[src/rtl/inst_fetch_unit.sv]
// Instruction fetch unit: owns the PC, issues reads to instruction memory and buffers
// returned words with their PCs in a small FIFO toward decode.
module inst_fetch_unit #(
  parameter logic [31:0] RESET_PC   = 32'h0000_0000,
  parameter int          FIFO_DEPTH = 2
) (
  input  logic        clk,
  input  logic        rst,
  input  logic        fetchEn,
  output logic        instRead,
  output logic [31:0] instAddress,
  input  logic [31:0] InstRead,
  input  logic        branchTaken,
  input  logic [31:0] branchTarget,
  output logic        instValid,
  output logic [31:0] instOut,
  output logic [31:0] instPC,
  input  logic        instReady,
  output logic        fetchFault,
  output logic [31:0] fetchCount
);

  localparam int PTR_W = $clog2(FIFO_DEPTH);
  localparam logic [PTR_W:0] DEPTH_C = (PTR_W + 1)'(FIFO_DEPTH);

  typedef enum logic [0:0] {
    IDLE = 1'b0,
    RUN  = 1'b1
  } stateT;

  stateT            state;
  stateT            nextState;
  logic [31:0]      pc;
  logic [31:0]      instBuf [FIFO_DEPTH];
  logic [31:0]      pcBuf   [FIFO_DEPTH];
  logic [PTR_W-1:0] rdPtr;
  logic [PTR_W-1:0] wrPtr;
  logic [PTR_W:0]   count;
  logic             full;
  logic             pop;
  logic             push;

  assign full        = (count == DEPTH_C);
  assign instValid   = (count != {(PTR_W + 1){1'b0}});
  assign pop         = instValid && instReady;
  assign push        = instRead;
  assign instAddress = pc;
  // Head slots are registers, so these hold the last-read values when empty.
  assign instOut     = instBuf[rdPtr];
  assign instPC      = pcBuf[rdPtr];

  // FSM state register
  always_ff @(posedge clk or posedge rst) begin
    if (rst) begin
      state <= IDLE;
    end else begin
      state <= nextState;
    end
  end

  // Next-state and read-strobe decode; a redirect cycle never issues a read
  always_comb begin
    nextState = state;
    instRead  = 1'b0;
    case (state)
      IDLE: begin
        if (fetchEn) begin
          nextState = RUN;
        end else begin
          nextState = IDLE;
        end
      end
      RUN: begin
        instRead = !branchTaken && (!full || pop);
        if (!fetchEn) begin
          nextState = IDLE;
        end else begin
          nextState = RUN;
        end
      end
      default: begin
        nextState = IDLE;
        instRead  = 1'b0;
      end
    endcase
  end

  // PC, FIFO storage/pointers and fetch counter; redirect flushes ahead of push/pop
  always_ff @(posedge clk or posedge rst) begin
    if (rst) begin
      pc         <= {RESET_PC[31:2], 2'b00};
      rdPtr      <= {PTR_W{1'b0}};
      wrPtr      <= {PTR_W{1'b0}};
      count      <= {(PTR_W + 1){1'b0}};
      fetchCount <= 32'd0;
      for (int i = 0; i < FIFO_DEPTH; i++) begin
        instBuf[i] <= 32'd0;
        pcBuf[i]   <= 32'd0;
      end
    end else if (branchTaken) begin
      pc    <= {branchTarget[31:2], 2'b00};
      rdPtr <= {PTR_W{1'b0}};
      wrPtr <= {PTR_W{1'b0}};
      count <= {(PTR_W + 1){1'b0}};
    end else begin
      if (push) begin
        instBuf[wrPtr] <= InstRead;
        pcBuf[wrPtr]   <= pc;
        wrPtr          <= wrPtr + PTR_W'(1);
        pc             <= pc + 32'd4;
        fetchCount     <= fetchCount + 32'd1;
      end
      if (pop) begin
        rdPtr <= rdPtr + PTR_W'(1);
      end
      if (push && !pop) begin
        count <= count + (PTR_W + 1)'(1);
      end else if (pop && !push) begin
        count <= count - (PTR_W + 1)'(1);
      end else begin
        count <= count;
      end
    end
  end

  // Misaligned redirect target flag, high for the cycle after the redirect
  always_ff @(posedge clk or posedge rst) begin
    if (rst) begin
      fetchFault <= 1'b0;
    end else begin
      fetchFault <= branchTaken && (branchTarget[1:0] != 2'b00);
    end
  end

endmodule
[config.mk]
export PLATFORM = sky130hd
export DESIGN_NAME = inst_fetch_unit
export DESIGN_NICKNAME = d
export VERILOG_FILES = /design/src/rtl/inst_fetch_unit.sv
export SDC_FILE = /design/constraint.sdc
export NUM_CORES = 1
export LEC_CHECK = 0
export BUFFER_PORTS_ARGS = -buffer_cell sky130_fd_sc_hd__buf_4
export CAP_MARGIN = 15
export CORE_MARGIN = 2
export CORE_UTILIZATION = 54
export DETAILED_ROUTE_END_ITERATION = 12
export PLACE_DENSITY_LB_ADDON = 0.12
export SETUP_SLACK_MARGIN = 0.2
export SLEW_MARGIN = 20
export SYNTH_ARGS = -nofsm -noshare
export SYNTH_HDL_FRONTEND = slang
export SYNTH_SLANG_ARGS = --single-unit
[constraint.sdc]
create_clock -name clk -period 6.8 [get_ports clk]
set_clock_uncertainty 0.15 [all_clocks]
set_input_delay 0.68 -clock clk [delete_from_list [all_inputs] [get_ports clk]]
set_output_delay 0.68 -clock clk [all_outputs]
set_load 0.02 [all_outputs]
# Yosys cells after proc, flatten, opt, wreduce, memory -nomap -nowiden

Cells that the tools add are included.

Register bits: 198
Bits of input ports: 69
Output and inout bits: 131
Logic and storage cells: 62

Add/subtract/negate cells: 6
$lt $le $gt $ge: 3
Equal/unequal tests: 1
Muxes and demuxes: 21
Bitwise gates (word level): 3
Reductions and logical operators: 17

Operators with widths:

| operator                                                    | number |
|---|---|
| two-way mux 32 bit                                          | 9 |
| bitwise mux 64 bit                                          | 2 |
| adder 32 x 1 -> 32 bit (second input constant)              | 1 |
| adder 32 x 3 -> 32 bit (second input constant)              | 1 |
| demux 32 bit (select 1 bit)                                 | 1 |
| nonzero test 2 bit                                          | 4 |
| logical AND 1 bit                                           | 6 |
| two-way mux 1 bit                                           | 6 |
| two-way mux 2 bit                                           | 3 |
| >= comparator 2 bit (second input constant)                 | 2 |
| zero test 1 bit                                             | 4 |
| inverter 1 -> 2 bit                                         | 2 |
| nonzero test 3 bit                                          | 1 |
| adder 1 bit (second input constant)                         | 2 |
| adder 2 x 1 -> 2 bit (second input constant)                | 1 |
| == test 2 bit (second input constant)                       | 1 |
| less-than comparator 2 x 1 -> 1 bit (second input constant) | 1 |
| AND reduction 2 bit                                         | 1 |
| subtractor 2 x 1 -> 2 bit (second input constant)           | 1 |
| logical OR 1 bit                                            | 1 |
| inverter 1 bit                                              | 1 |

# Logic depth before layout (Yosys ltp)

Word-level depth: 10
Gate-level depth with buffers: 7
Gate-level depth less buffers: 6

# Worst setup path after synthesis

OpenSTA, ideal clock, no wires.

Path type: input to register
Start: input port branchTaken
End: register instBuf[24] (netlist bit)
Setup time: 128 ps
Arrival: 2072 ps
Required time: 6522 ps
Setup slack: 4450 ps
Stages: 7
Path buffers: 3
Cells stage by stage: buf_6 nand2b_1 buf_4 nor2_2 nand2_2 buf_4 mux2_1

Cells in the longest elaborated chain, start to end: 4
Elaborated cells between the ends (all ways): 5
Those cells by class: 1 x mux; 1 x bitwise; 3 x reduce/logical

Ends and longest elaborated chain:

| element                              | RTL line | source |
|---|---|---|
| start, declared                      | 13       | `input logic branchTaken,` |
| zero test 1 bit                      | 74       | `instRead = !branchTaken && (!full \|\| pop);` |
| logical AND 1 bit                    | 74       |  |
| two-way mux 1 bit                    | 65       | `case (state)` |
| via instRead                         | 10       | `output logic instRead,` |
| AND reduction 2 bit (no source line) | -        |  |
| end signal, assigned by index        | 107      | `instBuf[wrPtr] <= InstRead;` |
| end, declared                        | 34       | `logic [31:0] instBuf [FIFO_DEPTH];` |

The timed path passes the listed nets, and every way through them passes these cells.
A chain may end at the register's enable or synchronous reset.

# Worst setup path after layout

Start: register rdPtr
End: output port instOut[15]

Cells in the longest elaborated chain, start to end: 4

Ends and longest elaborated chain:

| element                                               | RTL line | source |
|---|---|---|
| start, declared                                       | 36       | `logic [PTR_W-1:0] rdPtr;` |
| start signal, assigned                                | 92       | `rdPtr <= {PTR_W{1'b0}};` |
| start signal, assigned                                | 102      | `rdPtr <= {PTR_W{1'b0}};` |
| start signal, assigned                                | 114      | `rdPtr <= rdPtr + PTR_W'(1);` |
| inverter 1 -> 2 bit (implied by the code)             | 49       | `assign instOut = instBuf[rdPtr];` |
| two-way mux 32 bit (implied by the code) (3 in a row) | 49       |  |
| end, declared                                         | 16       | `output logic [31:0] instOut,` |

Every way passes these cells. The select of a mux whose other input is x is not followed.

==> results.yml <==
floorplanning:
  num_io_pins: 200
  die-area_sq_um: 17340
  die_w_microns: 131.7
  start_util_pct: 55.43
  die_h_microns: 131.7
  core_area_sq_um: 15890
  row_count: 46
power:
  p_leak_uw: 0.004993
  pwr-share-comb_pct: 26.1
  p_int_uw: 2476
  p_sw_share_pct: 28.98
  clockPowerShare_pct: 29.3
  p_sw_uw: 1011
  power_frac_seq_pct: 44.6
  ir_drop_mv: 0.1938
  power_density_nw_per_um2: 316.3
clocking:
  clkTransAtPathRegs_ns: 0.06
  root_buffer: "clkbuf_16"
  hold_buffers: 0
  cts_buffers: 17
  cts.sinks: 192
  cts_resized: 0
  clk_latency_ns: 0.42
  cts_tree: "done"
  post-cts-setup-buffers: 0
  cts_max_level: 4
  clk_path_buf_depth: 2
route:
  drc: 0
  ant_nets: 0
  drt_iter0_drc: 324
  vias: 5981
  first_pass_iters: 4
  routed_wl_microns: 19540
  wire_per_inst_microns: 17.77
  avgViaCountPerCell: 5.437
global_routing:
  grt_overflow_total: 0
  grt_max_degree: 119
  grt_pass1_vias: 6404
  grtUsageTotal_pct: 23.11
  antenna_found_initial: 0
  grt_pass1_wl_microns: 32500
cells_and_area:
  regArea_sq_um: 4806
  drive_above_1_share_pct: 48.30
  multi_input_area_sq_um: 3829
  synthToLayoutAreaGrowth_pct: 25.22
  n_antenna_cell: 0
  fillers: 1213
  fin_nets: 942
setup_path:
  reg2reg_depth: 4
  cp-startpoint: "rdPtr$_DFFE_PP0P_"
  slowest_stage: "dfrtp_2"
  startpoint_type: "register"
  path_delay_family: "flip-flops"
  crit_path_end_kind: "output port"
  crit_buf_inv: 2
  critical_path_class: "register to output port"
  cp.arrival_ns: 2.37
  path_cells: "buf_4, mux2_2, buf_4"
  cp.depth: 3
  regToRegStartpoint: "state$_DFF_PP0_"
  cp.required_ns: 5.97
  critPathMaxFanout: 41
  cpMostUsedCell: "buf_4"
  max_stage_delay_ns: 0.76
synthesis:
  yosysWarnings: 0
  synth_top_flop_cell: "dfrtp_1"
  ys_ff_latch: 192
  syn_avg_cell_area_sq_um: 12.89
  synthArstFlopShare_pct: 100.0
  syn_inst: 683
  seq_area_frac_synth_pct: 54.56
  synth_top_area_cell: "dfrtp_1"
  synth.most_common_cell: "dfrtp_1"
  synth_enable_flop_cells: 0
  synth.top_cell.area_share_pct: 54.56
  synth_cell_types: 45
  synth_commonest_cells: "dfrtp_1, mux2_2, nand2_1"
  ys_top_cells_by_area: "dfrtp_1, mux2_2, xor2_1"
  syn_area_sq_um: 8806
timing:
  rsz0062_at_grt: "no"
  fin_tns_setup_ns: 0
  worst_pin_slew_ns: 0.9412
  max_freq_mhz: 312.8
  hold_viol_final: 0
  finalCritPeriodShare_pct: 47.01
  setup_violations: 0
  holdWs_ns: 0.2161
  drv_slew: 0
  slew_headroom_pct: 37.25
  period_minus_slack_ns: 3.197
worst_hold_path:
  hp-start: "fetchEn"
  hold_class: "input port to register"
  hold_depth: 1
placed_design:
  portBuffers: 195
  gp_congestion: 0.8243
  dp_hpwl_microns: 13630
run_status:
  status: "finished, final reports clean"
flow_run:
  maxCapViolCount: 0
flip-flops by register name, indices dropped and copies added (netlist names):
name	flops
instAddress	30
instBuf	64
state	1
rdPtr	1
count	2
fetchCount	32
wrPtr	1
fetchFault	1
pcBuf	60
routing by layer:
metal	part of all wire [%]	vias to the layer above	wire length (microns)	global-route usage, %
li1	-	2785	-	-
met1	43	2999	8387	29.23
met2	49	167	9587	38.66
met3	6.1	30	1193	6.520
met4	1.9	0	375	7.488
met5	0	-	0	0
worst register-to-register path: cells and delay by family, from the launching register on:
family / cells / cell delay (ns)
flip-flops: 1 / 0.49
multiplexers: 1 / 0.45
AND/OR/NAND/NOR: 2 / 0.97
buffers and inverters: 1 / 0.67
path summary, 6_finish.rpt:
kind / slack, ns / end
max: 3.60 / instOut[15]
min: 0.22 / state$_DFF_PP0_
max reg2reg: 3.96 / instBuf[40]$_DFFE_PP0P_
min reg2reg: 0.33 / fetchCount[31]$_DFFE_PP0P_
max in group asynchronous: 4.71 / rdPtr$_DFFE_PP0P_
min in group asynchronous: 0.28 / instBuf[49]$_DFFE_PP0P_
layout by cell type (no fill, tap or decap), types with 2 or more instances in the layout:
cell	count
a211oi_1	2
and2_1	6
and3_1	7
and4_1	6
buf_4	198
bufinv_16	3
clkbuf_1	4
clkbuf_16	17
clkbuf_8	3
clkinvlp_4	2
conb_1	4
dfrtp_1	191
ha_1	2
inv_1	4
mux2_1	4
mux2_2	185
mux2i_1	2
nand2_1	52
nand3_1	24
nand3_2	2
nand4_1	19
nor2_1	17
nor2b_1	4
nor3_1	9
nor4_1	5
nor4_4	2
o21ai_0	26
or2_2	2
xnor2_1	28
xor2_1	33
kinds of logic after synthesis:
kind of cell	share of synthesized area [%]
xor+xnor	6.067
simple gates	10.66
flops	54.56
fa+ha+maj	0.2841
compound gates	1.776
other cells	0.04258
mux	24.40
buf+inv	2.217
final cells by class:
type                       count  share of cell area (%)
clock inverter                 8                   1.157
inverter                       5                  0.2383
timing repair buffer         198                   13.48
multi-input combinational    457                   34.72
tap                          216                   2.451
clock buffer                  24                   4.369
sequential                   192                   43.58
power by group through the flow:
stage                     Combinational [uW]  Clock [uW]  Sequential [uW]
after floorplan                          571           0             1550
after global placement                   894           0             1550
after detailed placement                 917           0             1580
after CTS                                923        1040             1550
after global routing                     976        1090             1590
final                                    910        1020             1550
metrics by stage:
| step | power [uW] | worst slack [ns] | instances | utilization (%) | area (sq um) |
|---|---|---|---|---|---|
| floorplan | 2126 | 0.7428 | 686 | - | 8817 |
| global placement | 2445 | 3.438 | 1068 | 65.58 | 10420 |
| detailed placement | 2493 | 3.332 | 1068 | 65.58 | 10420 |
| CTS | 3519 | 3.576 | 1100 | 69.42 | 11030 |
| global route | 3659 | 3.483 | 1100 | 69.42 | 11030 |
| finish | 3487 | 3.603 | 1100 | 69.42 | 11030 |
No activity file was read; power rests on OpenSTA's default activity.
